[src/rtl/uart_tx_fifo.sv]
// uart_tx_fifo: byte FIFO feeding a UART transmitter (8-N-1, or 8-E-1 when
// UART_TX_PARITY_EN is defined). Frames are sent back-to-back while the FIFO
// holds data; the TX pin comes straight from a flop.
//
// state  | meaning
// -------+-----------------------------------------------------------
// IDLE   | line high, waiting for the FIFO to hold a byte
// START  | start bit (low) for one bit-time
// DATA   | 8 data bits, LSB first, one bit-time each
// PARITY | even parity bit (only with UART_TX_PARITY_EN)
// STOP   | stop bit (high); pops the next byte on its last cycle
module uart_tx_fifo #(
  parameter int CLOCK_FREQUENCY = 27000000,
  parameter int BAUD_RATE       = 115200,
  parameter int FIFO_DEPTH      = 16
) (
  input  logic       clock,
  input  logic       reset_n,
  input  logic [7:0] tx_fifo_data_in,
  input  logic       tx_fifo_write_en,
  output logic       uart_tx_pin,
  output logic       tx_fifo_empty,
  output logic       tx_fifo_full,
  output logic       tx_busy,
  output logic       tx_overflow
);

  localparam int BAUD_DIVISOR = CLOCK_FREQUENCY / BAUD_RATE;
  localparam int AW = $clog2(FIFO_DEPTH);
  localparam int CW = AW + 1;
  localparam int BW = $clog2(BAUD_DIVISOR);

`ifdef UART_TX_PARITY_EN
  typedef enum logic [2:0] {S_IDLE, S_START, S_DATA, S_PARITY, S_STOP} state_t;
`else
  typedef enum logic [2:0] {S_IDLE, S_START, S_DATA, S_STOP} state_t;
`endif

  logic [7:0]    mem_q [FIFO_DEPTH];
  logic [AW-1:0] wr_ptr_q, wr_ptr_d, rd_ptr_q, rd_ptr_d;
  logic [CW-1:0] count_q, count_d;
  logic          empty_q, full_q, busy_q, overflow_q, overflow_d;
  logic          wr_en, pop;

  state_t        state_q, state_d;
  logic [BW-1:0] baud_q, baud_d;
  logic [2:0]    bit_q, bit_d;
  logic [7:0]    shift_q, shift_d;
  logic          pin_q, pin_d;
  logic          baud_last;
`ifdef UART_TX_PARITY_EN
  logic          parity_q, parity_d;
`endif

  // A write into a full FIFO is dropped even when a pop frees a slot on the same edge.
  always_comb begin
    wr_en      = tx_fifo_write_en && !full_q;
    overflow_d = overflow_q || (tx_fifo_write_en && full_q);
    wr_ptr_d   = wr_en ? wr_ptr_q + AW'(1) : wr_ptr_q;
    rd_ptr_d   = pop ? rd_ptr_q + AW'(1) : rd_ptr_q;
    count_d    = count_q + CW'(wr_en) - CW'(pop);
  end

  // FIFO storage; contents need no reset since the pointers define validity.
  always_ff @(posedge clock) begin
    if (wr_en) mem_q[wr_ptr_q] <= tx_fifo_data_in;
  end

  // FIFO pointers, count and flags registered from the next-state count.
  always_ff @(posedge clock or negedge reset_n) begin
    if (!reset_n) begin
      wr_ptr_q   <= '0;
      rd_ptr_q   <= '0;
      count_q    <= '0;
      empty_q    <= 1'b1;
      full_q     <= 1'b0;
      overflow_q <= 1'b0;
      busy_q     <= 1'b0;
    end else begin
      wr_ptr_q   <= wr_ptr_d;
      rd_ptr_q   <= rd_ptr_d;
      count_q    <= count_d;
      empty_q    <= (count_d == '0);
      full_q     <= (count_d == CW'(FIFO_DEPTH));
      overflow_q <= overflow_d;
      busy_q     <= (state_d != S_IDLE) || (count_d != '0);
    end
  end

  assign baud_last = (baud_q == BW'(BAUD_DIVISOR - 1));

  // Next-state, pop decision and next pin value; the pin is derived from the
  // next state so it changes on the same edge as the state.
  always_comb begin
    state_d = state_q;
    bit_d   = bit_q;
    shift_d = shift_q;
    pop     = 1'b0;
`ifdef UART_TX_PARITY_EN
    parity_d = parity_q;
`endif
    case (state_q)
      S_IDLE: begin
        if (!empty_q) begin
          pop     = 1'b1;
          shift_d = mem_q[rd_ptr_q];
          state_d = S_START;
        end
      end
      S_START: begin
        if (baud_last) begin
          state_d = S_DATA;
          bit_d   = 3'd0;
        end
      end
      S_DATA: begin
        if (baud_last) begin
          shift_d = {1'b0, shift_q[7:1]};
          if (bit_q == 3'd7) begin
`ifdef UART_TX_PARITY_EN
            state_d = S_PARITY;
`else
            state_d = S_STOP;
`endif
          end else begin
            bit_d = bit_q + 3'd1;
          end
        end
      end
`ifdef UART_TX_PARITY_EN
      S_PARITY: begin
        if (baud_last) state_d = S_STOP;
      end
`endif
      S_STOP: begin
        if (baud_last) begin
          if (!empty_q) begin
            pop     = 1'b1;
            shift_d = mem_q[rd_ptr_q];
            state_d = S_START;
          end else begin
            state_d = S_IDLE;
          end
        end
      end
      default: state_d = S_IDLE;
    endcase
`ifdef UART_TX_PARITY_EN
    if (pop) parity_d = ^mem_q[rd_ptr_q];
`endif

    if (state_d != state_q || baud_last || state_d == S_IDLE) baud_d = '0;
    else                                                      baud_d = baud_q + BW'(1);

    case (state_d)
      S_START:  pin_d = 1'b0;
      S_DATA:   pin_d = shift_d[0];
`ifdef UART_TX_PARITY_EN
      S_PARITY: pin_d = parity_d;
`endif
      default:  pin_d = 1'b1;
    endcase
  end

  // Transmitter state register; reset drives the pin high asynchronously.
  always_ff @(posedge clock or negedge reset_n) begin
    if (!reset_n) begin
      state_q <= S_IDLE;
      baud_q  <= '0;
      bit_q   <= '0;
      shift_q <= '0;
      pin_q   <= 1'b1;
`ifdef UART_TX_PARITY_EN
      parity_q <= 1'b0;
`endif
    end else begin
      state_q <= state_d;
      baud_q  <= baud_d;
      bit_q   <= bit_d;
      shift_q <= shift_d;
      pin_q   <= pin_d;
`ifdef UART_TX_PARITY_EN
      parity_q <= parity_d;
`endif
    end
  end

  assign uart_tx_pin   = pin_q;
  assign tx_fifo_empty = empty_q;
  assign tx_fifo_full  = full_q;
  assign tx_busy       = busy_q;
  assign tx_overflow   = overflow_q;

endmodule

[config.mk]
export PLATFORM = sky130hd
export DESIGN_NAME = uart_tx_fifo
export DESIGN_NICKNAME = d
export VERILOG_FILES = /design/src/rtl/uart_tx_fifo.sv
export SDC_FILE = /design/constraint.sdc
export NUM_CORES = 1
export LEC_CHECK = 0
export BUFFER_PORTS_ARGS = -buffer_cell sky130_fd_sc_hd__clkbuf_2
export CAP_MARGIN = 30
export CORE_MARGIN = 2
export CORE_UTILIZATION = 35
export CTS_CLUSTER_DIAMETER = 30
export DETAILED_ROUTE_END_ITERATION = 12
export GPL_ROUTABILITY_DRIVEN = 0
export PLACE_DENSITY = 0.55
export SKIP_LAST_GASP = 1
export SLEW_MARGIN = 10
export SYNTH_ARGS = -nofsm -noshare
export SYNTH_HDL_FRONTEND = slang
export SYNTH_SLANG_ARGS = --single-unit
export TNS_END_PERCENT = 5
[constraint.sdc]
create_clock -name clock -period 3.7 [get_ports clock]
set_clock_uncertainty 0.1 [all_clocks]
set_input_delay 0.37 -clock clock [delete_from_list [all_inputs] [get_ports clock]]
set_output_delay 0.37 -clock clock [all_outputs]
set_load 0.01 [all_outputs]
==> results_dict.tcl <==
set metrics [dict create \
    rows 51 \
    synth-compound-area-share 0.04859 \
    setup_viol 0 \
    ant_nets 0 \
    seqPwrFrac 0.452 \
    fin_nets 465 \
    setup_tns_ns 0 \
    critical_path.top_delay_family "adder cells" \
    syn-num-nets 435 \
    die_y_um 145.5 \
    p_sw_mw 1.763 \
    clock_path_buffers 2 \
    ir_drop_v 0.0003597 \
    slew_headroom 0.3629 \
    yosys_warnings 0 \
    area_growth_pct 13.81 \
    wl_per_cell_um 18.69 \
    via_count 3487 \
    vias_per_cell 4.863 \
    post_cts_buffers 0 \
    outcome "finished, final reports clean" \
    worst_slew_pin_slew_ns 0.9522 \
    multiInputGateArea_mm2 0.001954 \
    track_usage 0.1333 \
    diodes 0 \
    antenna_found_initial 0 \
    clkLatencyLatePin_ns 0.43 \
    p_int_mw 3.933 \
    drive_above_1_share 0.2035 \
    placed_cells 678 \
    slew_viol_final 0 \
    max_freq_mhz 291.7 \
    cts-htree-levels 4 \
    hold_path.class "input port to flip-flop" \
    synth_edf_count 128 \
    maxCapViolations 0 \
    p_sw_frac 0.3095 \
    yosysUniqueCellTypes 55 \
    hold_violations 0 \
    clockPowerShare 0.288 \
    grt_max_degree 36 \
    p_comb_frac 0.261 \
    synthMuxAreaShare 0.1215 \
    endpoint_kind "flip-flop" \
    cts.sinks 168 \
    synth_area_per_cell_um2 17.13 \
    coreArea_mm2 0.01953 \
    rsz0062_at_grt "false" \
    cts_root_buffer "clkbuf_16" \
    cts_tree "yes" \
    ys_seq_area_frac 0.6920 \
    synth_ff_type "edfxtp_1" \
    die_w_um 145.5 \
    portBuffers 15 \
    fillCellCount 1805 \
    cpPeakStageDelay_ns 0.42 \
    crit_path_frequent_cell "ha_1" \
    synth_top_family_by_area "multiplexers" \
    synthSimpleGateAreaFrac 0.05931 \
    fp.dieArea_mm2 0.02116 \
    synthCells 409 \
    cpMaxStageDelayCell "dfrtp_1" \
    seqCellArea_mm2 0.004848 \
    start_util 0.3587 \
    ys_async_sr_fraction 0.2381 \
    p_leak_nw 2.807 \
    worst-path-max-fanout 6 \
    ioPinCount 16 \
    synth_area_mm2 0.007004 \
    synth_seq_cells 168 \
    drc 0 \
    grt_pass1_vias 3648 \
    crit_buf_inv 2 \
    grt_pass1_wl_mm 20.91 \
    final_cell_count_no_fill 717 \
    arrival_ns 3.63 \
    dp_hpwl_mm 8.270 \
    path_cells "ha_1 > and4b_1 > a41oi_1 > or3_1 > inv_4 > ha_1 > inv_1 > ha_1 > fa_1 > a21o_1 > a21oi_1 > xnor2_1 > nor3_1 > nand3b_1" \
    power_density_mw_per_mm2 714.6 \
    synth_xor_area_frac 0.02126 \
    cts_buffers 17 \
    clk_pin_slew_worst_paths_ns 0.06 \
    period_share 0.9264 \
    min_period_ns 3.428 \
    crit_type "flip-flop to flip-flop" \
    start_kind "flip-flop" \
    critPathRequiredTime_ns 3.91 \
    drtPass1Iterations 4 \
    drt-initial-drc-count 211 \
    grt_overflow 0 \
    wirelength_mm 13.40 \
    synth_adder_area_share 0.02787 \
]
[cell usage after synthesis, types with 8 or more instances]
cell type	count	share of area
nor2b_1	10	0.0089
edfxtp_1	128	0.55
ha_1	14	0.025
dfrtp_1	38	0.14
clkbuf_1	9	0.0048
mux4_2	23	0.074
inv_1	13	0.0070
nor2_1	25	0.013
mux2i_1	10	0.014
mux4_1	8	0.030
nor3_1	8	0.0057
nand2_1	19	0.010
xnor2_1	13	0.016
a211oi_1	10	0.011
[what timing repair did]
item,4_1_cts,5_1_grt
resized for setup,0,0
endpoints found under the hold margin,10,0
hold buffers,1,0
[worst reg2reg max path, stage by stage, from the launching register on]
cell      delay (ns)
dfrtp_1         0.42
ha_1            0.21
and4b_1         0.26
a41oi_1         0.30
or3_1           0.21
inv_4           0.07
ha_1            0.26
inv_1           0.04
ha_1            0.20
fa_1            0.41
a21o_1          0.20
a21oi_1         0.16
xnor2_1         0.12
nor3_1          0.25
nand3b_1        0.10
[worst paths after layout]
check                                 startpoint                      end  cells past startpoint  slack (ns)
setup reg to reg             baud_q[0]$_DFF_PN0_        tx_busy$_DFF_PN0_                     14        0.27
setup / recovery             baud_q[0]$_DFF_PN0_        tx_busy$_DFF_PN0_                     14        0.27
hold reg to reg            tx_overflow$_DFF_PN0_    tx_overflow$_DFF_PN0_                      1        0.36
max in group asynchronous                reset_n    uart_tx_pin$_DFF_PN1_                      3        2.67
hold / removal                  tx_fifo_write_en    tx_overflow$_DFF_PN0_                      2        0.06
min in group asynchronous                reset_n  wr_ptr_q[1]$_DFFE_PN0P_                      2        0.28
[metal layers]
layer | routed length, um | track usage
met2 | 6466 | 0.2126
met1 | 6368 | 0.1783
met4 | 78 | 0.03922
met5 | 0 | 0
met3 | 485 | 0.03918
[power by group through the flow]
| stage | clock network, mW | registers [mW] | logic, mW |
|---|---|---|---|
| finish | 1.64 | 2.57 | 1.49 |
| global route | 1.76 | 2.62 | 1.64 |
| CTS | 1.67 | 2.62 | 1.43 |
| detailed placement | 0 | 2.66 | 1.43 |
| global placement | 0 | 2.65 | 1.40 |
| floorplan | 0 | 2.45 | 1.27 |
[logic make-up after synthesis]
group                      count (synthesis)
adders and majority gates                 15
DFF                                      168
muxes                                     43
AOI/OAI and AO/OA                         46
buffers and inverters                     35
and+or+nand+nor                           84
xor gates and xnor gates                  17
other                                      1
[final cells by class]
type	instances	share of cell area
Tap cell	265	0.04159
Multi-Input combinational cell	206	0.2452
Inverter	14	0.006906
Timing Repair Buffer	32	0.02982
Sequential cell	168	0.6082
Clock buffer	17	0.05337
Clock inverter	15	0.01491
[sequential cells by signal, summed over array words and instances (netlist names), 3 cells and up]
signal    flops
state_q       3
rd_ptr_q      4
baud_q        8
wr_ptr_q      4
bit_q         3
mem_q       128
count_q       5
shift_q       8
[cells in the final DEF, fill, tap and decap left out, types with 5 or more instances in the layout]
master,n
a211oi_1,10
a21oi_1,6
a221o_1,5
buf_4,14
clkbuf_16,17
clkbuf_2,15
dfrtp_1,37
edfxtp_1,128
ha_1,14
inv_1,13
inv_6,5
mux2i_1,10
mux4_1,8
mux4_2,23
nand2_1,19
nor2_1,25
nor2b_1,10
nor3_1,8
o21ai_0,7
xnor2_1,13
[through the flow]
stage / instance area [um^2] / setup WS, ns / hold slack, ns / total power [mW] / utilization
floorplan: 7004 / 0.4399 / -0.02559 / 3.718 / -
CTS: 7906 / 0.2346 / 0.03718 / 5.729 / 0.4049
detailed placement: 7352 / 0.2452 / 0.1958 / 4.089 / 0.3765
finish: 7971 / 0.2722 / 0.05722 / 5.697 / 0.4082
global placement: 7332 / 0.3326 / 0.3435 / 4.054 / 0.3755
global route: 7971 / 0.01842 / 0.04687 / 6.015 / 0.4082
Power figures use the tool's default switching activity.
